<file path="src/rtl/dct_pkg.sv">
// Shared DCT defaults and compile-time helpers.
// No logic; constants and a constant function only.
// Used by the transpose buffer and the DCT row/column passes.
package dct_pkg;

  localparam int DCT_N  = 8;
  localparam int DCT_DW = 12;

  // Ceiling log2, for counter and index widths.
  function automatic int clog2(input int value);
    int r;
    r = 0;
    while ((1 << r) < value) r++;
    return r;
  endfunction

endpackage

</file>
<file path="src/rtl/dct_tp_bank.sv">
// N x N register bank: one row written per cycle, one row or column read.
// Latency: write lands at the clock edge, read port is combinational.
// Backpressure: none here; the owner guarantees a full bank is never written.
module dct_tp_bank
  import dct_pkg::*;
#(
  parameter int N  = DCT_N,
  parameter int DW = DCT_DW,
  parameter int AW = clog2(N)
) (
  input  logic            sys_clk,
  input  logic            sys_rst_n,
  input  logic            we,
  input  logic [AW-1:0]   wr_row,
  input  logic [N*DW-1:0] wr_data,
  input  logic [AW-1:0]   rd_idx,
  input  logic            rd_mode,
  output logic [N*DW-1:0] rd_data
);

  logic [N*DW-1:0] mem [N];

  // Row storage; cleared only by reset so the idle output reads as zero.
  always_ff @(posedge sys_clk or negedge sys_rst_n) begin
    if (!sys_rst_n) begin
      for (int i = 0; i < N; i++) mem[i] <= '0;
    end else if (we) begin
      mem[wr_row] <= wr_data;
    end
  end

  // Element k is column rd_idx of row k (transpose) or element k of row rd_idx (bypass).
  always_comb begin
    rd_data = '0;
    for (int k = 0; k < N; k++) begin
      if (rd_mode) rd_data[k*DW +: DW] = mem[k][int'(rd_idx)*DW +: DW];
      else         rd_data[k*DW +: DW] = mem[rd_idx][k*DW +: DW];
    end
  end

endmodule

</file>
<file path="src/rtl/dct_transpose_pingpong.sv">
// Ping-pong transpose buffer between DCT row and column passes.
// Latency: first vector valid the cycle after the last row of a block is accepted.
// Backpressure: in_ready drops only when both banks hold complete blocks; no out_ready->in_ready path.
module dct_transpose_pingpong
  import dct_pkg::*;
#(
  parameter int N  = DCT_N,
  parameter int DW = DCT_DW
) (
  input  logic            sys_clk,
  input  logic            sys_rst_n,
  input  logic            clr,
  input  logic            transpose,
  input  logic            in_valid,
  output logic            in_ready,
  input  logic [N*DW-1:0] in_data,
  output logic            out_valid,
  input  logic            out_ready,
  output logic [N*DW-1:0] out_data,
  output logic            out_last
);

  localparam int AW = clog2(N);
  localparam logic [AW-1:0] IDX_LAST = AW'(N - 1);

  logic [1:0]      full;
  logic [1:0]      full_nxt;
  logic [1:0]      mode;
  logic            wr_sel;
  logic            rd_sel;
  logic [AW-1:0]   wr_row;
  logic [AW-1:0]   rd_idx;
  logic            in_fire;
  logic            out_fire;
  logic            wr_last;
  logic            rd_last;
  logic [N*DW-1:0] rd_data0;
  logic [N*DW-1:0] rd_data1;

  assign in_ready  = !full[wr_sel];
  assign out_valid = full[rd_sel];
  assign in_fire   = in_valid && in_ready;
  assign out_fire  = out_valid && out_ready;
  assign wr_last   = (wr_row == IDX_LAST);
  assign rd_last   = (rd_idx == IDX_LAST);
  assign out_last  = out_valid && rd_last;
  assign out_data  = rd_sel ? rd_data1 : rd_data0;

  // Fill and drain can complete on different banks at the same edge; apply both.
  always_comb begin
    full_nxt = full;
    if (in_fire && wr_last)  full_nxt[wr_sel] = 1'b1;
    if (out_fire && rd_last) full_nxt[rd_sel] = 1'b0;
  end

  // Write/read counters, bank selects, per-bank mode; clr overrides all traffic.
  always_ff @(posedge sys_clk or negedge sys_rst_n) begin
    if (!sys_rst_n) begin
      full   <= '0;
      mode   <= '0;
      wr_sel <= 1'b0;
      rd_sel <= 1'b0;
      wr_row <= '0;
      rd_idx <= '0;
    end else if (clr) begin
      full   <= '0;
      mode   <= '0;
      wr_sel <= 1'b0;
      rd_sel <= 1'b0;
      wr_row <= '0;
      rd_idx <= '0;
    end else begin
      full <= full_nxt;
      if (in_fire) begin
        if (wr_row == '0) mode[wr_sel] <= transpose;
        if (wr_last) begin
          wr_row <= '0;
          wr_sel <= !wr_sel;
        end else begin
          wr_row <= wr_row + 1'b1;
        end
      end
      if (out_fire) begin
        if (rd_last) begin
          rd_idx <= '0;
          rd_sel <= !rd_sel;
        end else begin
          rd_idx <= rd_idx + 1'b1;
        end
      end
    end
  end

  dct_tp_bank #(.N(N), .DW(DW), .AW(AW)) u_bank0 (
    .sys_clk   (sys_clk),
    .sys_rst_n (sys_rst_n),
    .we        (in_fire && !clr && !wr_sel),
    .wr_row    (wr_row),
    .wr_data   (in_data),
    .rd_idx    (rd_idx),
    .rd_mode   (mode[0]),
    .rd_data   (rd_data0)
  );

  dct_tp_bank #(.N(N), .DW(DW), .AW(AW)) u_bank1 (
    .sys_clk   (sys_clk),
    .sys_rst_n (sys_rst_n),
    .we        (in_fire && !clr && wr_sel),
    .wr_row    (wr_row),
    .wr_data   (in_data),
    .rd_idx    (rd_idx),
    .rd_mode   (mode[1]),
    .rd_data   (rd_data1)
  );

endmodule
</file>
<file path="config.mk">
export PLATFORM = sky130hd
export DESIGN_NAME = dct_transpose_pingpong
export DESIGN_NICKNAME = d
export VERILOG_FILES = /design/src/rtl/dct_pkg.sv /design/src/rtl/dct_tp_bank.sv /design/src/rtl/dct_transpose_pingpong.sv
export SDC_FILE = /design/constraint.sdc
export NUM_CORES = 2
export LEC_CHECK = 0
export BUFFER_PORTS_ARGS = -buffer_cell sky130_fd_sc_hd__buf_2
export CAP_MARGIN = 10
export CORE_ASPECT_RATIO = 0.9
export CORE_MARGIN = 2
export CORE_UTILIZATION = 25
export CTS_BUF_LIST = sky130_fd_sc_hd__clkbuf_8
export DETAILED_ROUTE_END_ITERATION = 10
export GPL_ROUTABILITY_DRIVEN = 1
export MAX_ROUTING_LAYER = met4
export REMOVE_ABC_BUFFERS = 1
export SLEW_MARGIN = 30
export SYNTH_ARGS = -nofsm -noshare
export SYNTH_HDL_FRONTEND = slang
export SYNTH_SLANG_ARGS = --single-unit
</file>
<file path="constraint.sdc">
create_clock -name sys_clk -period 2.5 [get_ports sys_clk]
set_clock_uncertainty 0.1 [all_clocks]
set_input_delay 0.25 -clock sys_clk [delete_from_list [all_inputs] [get_ports sys_clk]]
set_output_delay 0.25 -clock sys_clk [all_outputs]
set_load 0.01 [all_outputs]
</file>
Yosys cells after proc, flatten, opt, wreduce, memory -nomap -nowiden
Cells that the tools add are included.

storage, ports and cells
  bits of input ports = 102
  output and inout port bits = 99
  register bits = 1548
  logic and storage cells = 133

operators by class
  $add $sub $neg = 2
  $mul = 1
  eq/ne operators = 2
  reduce and logical (&&, ||, !) cells = 24
  order comparisons = 7
  bitwise logic cells = 5
  mux-type cells = 54
  shifts and indexed selects = 16

operators by type and width
  operator                                                                       count
  768-bit bitwise mux                                                            2
  96-bit by 32-bit indexed part select with 12-bit output                        16
  96-bit binary-select mux with 3-bit select                                     2
  96-bit 2-to-1 mux                                                              6
  96-bit demux with 3-bit select                                                 1
  12-bit 2-to-1 mux                                                              16
  3-bit 2-to-1 mux                                                               6
  1-bit 2-to-1 mux                                                               12
  2-bit 2-to-1 mux                                                               6
  1-bit logical AND                                                              11
  2-bit nonzero test                                                             5
  4-bit greater-or-equal comparator (second input constant)                      2
  3-bit NOT with 4-bit output                                                    2
  3-bit by 1-bit adder with 3-bit output (second input constant)                 2
  3-bit equality test (second input constant)                                    2
  2-bit AND reduction                                                            3
  3-bit by 2-bit multiplier with 5-bit output (second input constant)            1
  1-bit zero test                                                                4
  1-bit by 2-bit less-than comparator with 1-bit output (second input constant)  2
  4-bit by 1-bit less-than comparator with 1-bit output (second input constant)  1
  3-bit zero test                                                                1
  2-bit AND                                                                      1
  2-bit bitwise mux                                                              1
  1-bit demux with 1-bit select                                                  2
  3 further kinds                                                                4

Longest topological paths before layout
  word-level depth = 9
  depth in mapped cells = 10
  mapped depth without buffers = 6

Hierarchy
Synthesis repeated with hierarchy kept, for this count alone.

unflattened totals
  cell total of the unflattened synthesis = 4810
  area total of the unflattened synthesis = 81814.7 um2

modules (own cells, without submodules)
  module                  cells each  instances  area an instance (um2)
  dct_tp_bank             2315        2          39975.8
  dct_transpose_pingpong  180         1          1863.0

Least setup slack after synthesis
Ideal clock, no wire load.

  path kind = register to output
  from = register rd_idx[0]
  to = output port out_data[41]
  setup slack = 78 ps
  cell stages (with the launch flop) = 9
  required time = 2150 ps
  arrival time = 2072 ps
  path buffers = 5
  cells stage by stage = dfrtp_1 > buf_4 > buf_4 > inv_1 > buf_4 > buf_2 > clkbuf_1 > a211oi_1 > nor4_1

on the way
  longest elaborated chain between the ends = 6
  elaborated cells on any way between the ends = 13
  those cells by class = mul (1); shift (2); mux (9); bitwise (1)

ends and longest elaborated chain
  element                                                                                              RTL line                      text
  start, declared                                                                                      dct_transpose_pingpong.sv:32  logic [AW-1:0] rd_idx;
  start signal, assigned                                                                               dct_transpose_pingpong.sv:88  rd_idx <= rd_idx + 1'b1;
  parallel branches: the longest is 5 deep, another holds 3-bit by 2-bit multiplier with 5-bit output  n/a
  96-bit 2-to-1 mux *                                                                                  dct_transpose_pingpong.sv:47  assign out_data = rd_sel ? rd_data1 : rd_data0;
  end, declared                                                                                        dct_transpose_pingpong.sv:19  output logic [N*DW-1:0] out_data,

Every way passes the cells marked *. The select of a mux whose other input is x is not followed.

Worst setup path in the final report
  from = register rd_idx[1]
  to = output port out_data[84]

The elaborated chain is that of the path after synthesis.

==> metrics <==
drt first pass iters=6; wire length on met3=21190 um; share of the core filled with cells=0.3196; CTS clock-pin slew for the worst setup and hold paths=70 ps; total routing resource utilization after global routing=0.1765; Static Leakage=approximately 0.046 uW; number of buffers added by the clock tree synthesis step=277; violated checks=negative setup slack; detailed-route vias per instance=5.255; WS Path Type=reg -> out; FF+latch count, synth=1548; Power Density=591.1 nW/um2; post-route cell area=between 100000 and 150000 um2; data arrival at the endpoint of the critical path=3500 ps; first-pass GRT wire length=427800 um; max_cap viols=0; total half-perimeter wirelength after legalization and detailed placement=just under 200000 um; hold crit path type=in -> async; FFs w/ async S/R, synth=1.000; die outline width=608.1 um; post-placement cell count=9811; DRC errors left=0; Slew @ Worst Pin=693.5 ps; largest fanout on the critical path=6; ports placed on the boundary=201; H-tree depth reported by CTS=5; Max Buffers Root-to-Sink=4; Synth top area share=0.4717; length in cells of the worst reg-to-reg path=10; setup slack of the most critical reg-to-reg path=0 ps; synthesized area per cell=15.64 um2; max-slew violation count=0; count of cell types in the netlist=61; largest cells by area after synthesis=dfrtp_1 (47%), mux2_2 (22%), mux4_2 (21%); Overall Power=around 62000 uW; Filler Cell Count=roughly 32000; number of nets in the finished design=6193; pin count of the biggest net entering global routing=95; number of clock sinks seen by CTS=~1500; worst slack at placement=-533.1 ps; GR Overflow Total=0; CTS tree=done; antenna violations before repair=39; maximum clock frequency=between 200 and 300 MHz; crit end category=output port; least setup slack across all paths after layout=-1346 ps; Max rail drop VDD=413.8 uV; Core ar.=roughly 330000 um2; remaining antenna violation count after routing=0; weighted congestion at the end of routability-driven global placement=0.8985; mapped cell area=82120 um2; status=finished, violations left; routed wl met2=137600 um; number of global-route vias before repair=58500; synthesis-to-layout area growth=27.12%; buffer type at the clock tree root=clkbuf_8; Startpoint Class=flip-flop; final hold vios=0; main flop type after synthesis=dfrtp_1; worst setup path end=out_data[84]; number of setup violations in the final report=98; standard-cell row count=just under 200; area leader, netlist=dfrtp_1; Tcrit/Tclk final=1.538; final std cells w/o fill=10637; start point of the critical path=rd_idx[1]; RSZ-0062 raised after global routing=yes; Worst slew margin=0.5367; Detailed Route Iter0 Violations=5957; Detailed Route WL=about 290000 um; worst flop-to-flop path endpoint=rd_idx[0]; min Tclk post-route=3846 ps; clock latency on the worst-skew pair=940 ps; total area of sequential cells=38760 um2; starting density of the core=0.2514; floorplan die area=333100 um2; sequential fraction of the synthesis area=0.4717; WL per Instance=approximately 28 um; WL met1=121700 um; Post-synth EDFFs=0; cell area reported after detailed placement=between 90000 and 100000 um2; critical path data required time=approximately 2200 ps; launching point of the worst reg2reg path=rd_idx[1]; count of input and output buffers=200; Gate Count Post-Synth=5251; top layer used by detailed routing=met4; height of the die=547.7 um; ratio of cells with drive above 1 in the final layout=0.6277; Via Count=55895; Synth Warn #=0; Multi-input gate area=42300 um2
## timing repair
item                                    4_1_cts  5_1_grt
endpoints found under the setup margin      100      123
endpoints found under the hold margin      3096        0
setup buffers                               122       78
gates cloned                                 30       17
pin swaps                                    51       94
hold buffers                                104        0
gates resized for setup                     374      260
## where the power goes
group	switching, uW	total (uW)	internal [uW]
Clock	11200	24200	13000
Combinational	4050	8860	4810
Sequential	1740	28600	26900
Total	17000	61700	44700
## layout by cell type, fill, tap and decap left out, types with 25 or more instances in the layout
cell           instances
mux4_2               752
buf_6                136
buf_12               186
dfrtp_1             1542
nor2_1                71
buf_4                427
mux2i_1              201
dlygate4sd3_1        103
inv_1                 86
nand2_1              111
clkinv_2              25
buf_8                 33
buf_16                38
mux2_2              1560
clkbuf_8             343
buf_2                139
diode_2               33
## cell type report
type	count	area share
clock inverter	133	0.007503
sequential	1548	0.3713
antenna	33	0.0007911
multi-input combinational	3169	0.4052
tap	4321	0.05179
clock buffer	343	0.04522
inverter	7	0.0004914
timing repair buffer	1083	0.1177
## through the flow
step | hold slack [ps] | TNS [ps]
6_report | 96.58 | -115630
4_1_cts | 68.26 | -119800
3_5_place_dp | 173.6 | -27820
2_1_floorplan | -145.6 | -5612920
3_3_place_gp | 176.3 | -27890
5_1_grt | 95.48 | -122610
## flip-flops by register name, summed over array words and instances, names as in the netlist
name         flops
wr_row           3
rd_idx           3
mode             2
u_bank0.mem    768
u_bank1.mem    768
full             2
rd_sel           1
wr_sel           1
## worst max-delay path: stages (launching register included)
cell       delay, ps
dfrtp_4          510
buf_12           210
buf_16           180
mux4_2           540
mux4_2           510
nor2_4           180
a221oi_4          60
clkbuf_16        210
buf_6            120
## logic make-up (layout without fill, tap and decap cells)
logic type      Yosys count  in the layout  synth area share
mux                    2571           2571            0.4521
flops                  1548           1548            0.4717
buf+inv                 534           1566           0.03274
simple gates            311            311           0.01703
compound gates          280            280           0.02538
fa+ha+maj                 5              5         0.0007618
xor+xnor                  2              2         0.0002133
other cells               0             33                 0
## routing by layer
| metal | up-vias | track usage |
|---|---|---|
| met1 | 30392 | 0.2269 |
| met5 | - | - |
| met3 | 626 | 0.03340 |
| li1 | 22251 | - |
| met2 | 2626 | 0.2743 |
| met4 | 0 | 0.07106 |
## synth_stat cells, types with 7 or more instances
| master | count |
|---|---|
| mux2i_1 | 232 |
| o21ai_0 | 17 |
| nand2b_1 | 13 |
| nor2b_1 | 15 |
| a221oi_1 | 23 |
| a221o_1 | 9 |
| o22ai_1 | 41 |
| a22oi_1 | 9 |
| a31oi_1 | 10 |
| a21o_1 | 32 |
| o221ai_1 | 7 |
| buf_6 | 17 |
| nand3_1 | 12 |
| buf_4 | 83 |
| clkbuf_1 | 163 |
| mux4_2 | 752 |
| mux2_2 | 1584 |
| nor2_1 | 93 |
| a32o_1 | 10 |
| o211ai_1 | 8 |
| nand2_1 | 137 |
| buf_1 | 68 |
| dfrtp_1 | 1548 |
| a21oi_1 | 29 |
| a211oi_1 | 27 |
| o32ai_1 | 19 |
| buf_2 | 196 |
## worst min-delay path by stage
stage	end	slack [ps]	depth (start not counted)
global route	u_bank1.mem[342]	100	3
floorplan	full[0]	-150	0
CTS	u_bank1.mem[138]	70	3
global placement	u_bank1.mem[342]	180	1
finish	u_bank0.mem[357]	100	3
detailed placement	u_bank1.mem[342]	170	1
Power figures use the tool's default switching activity.
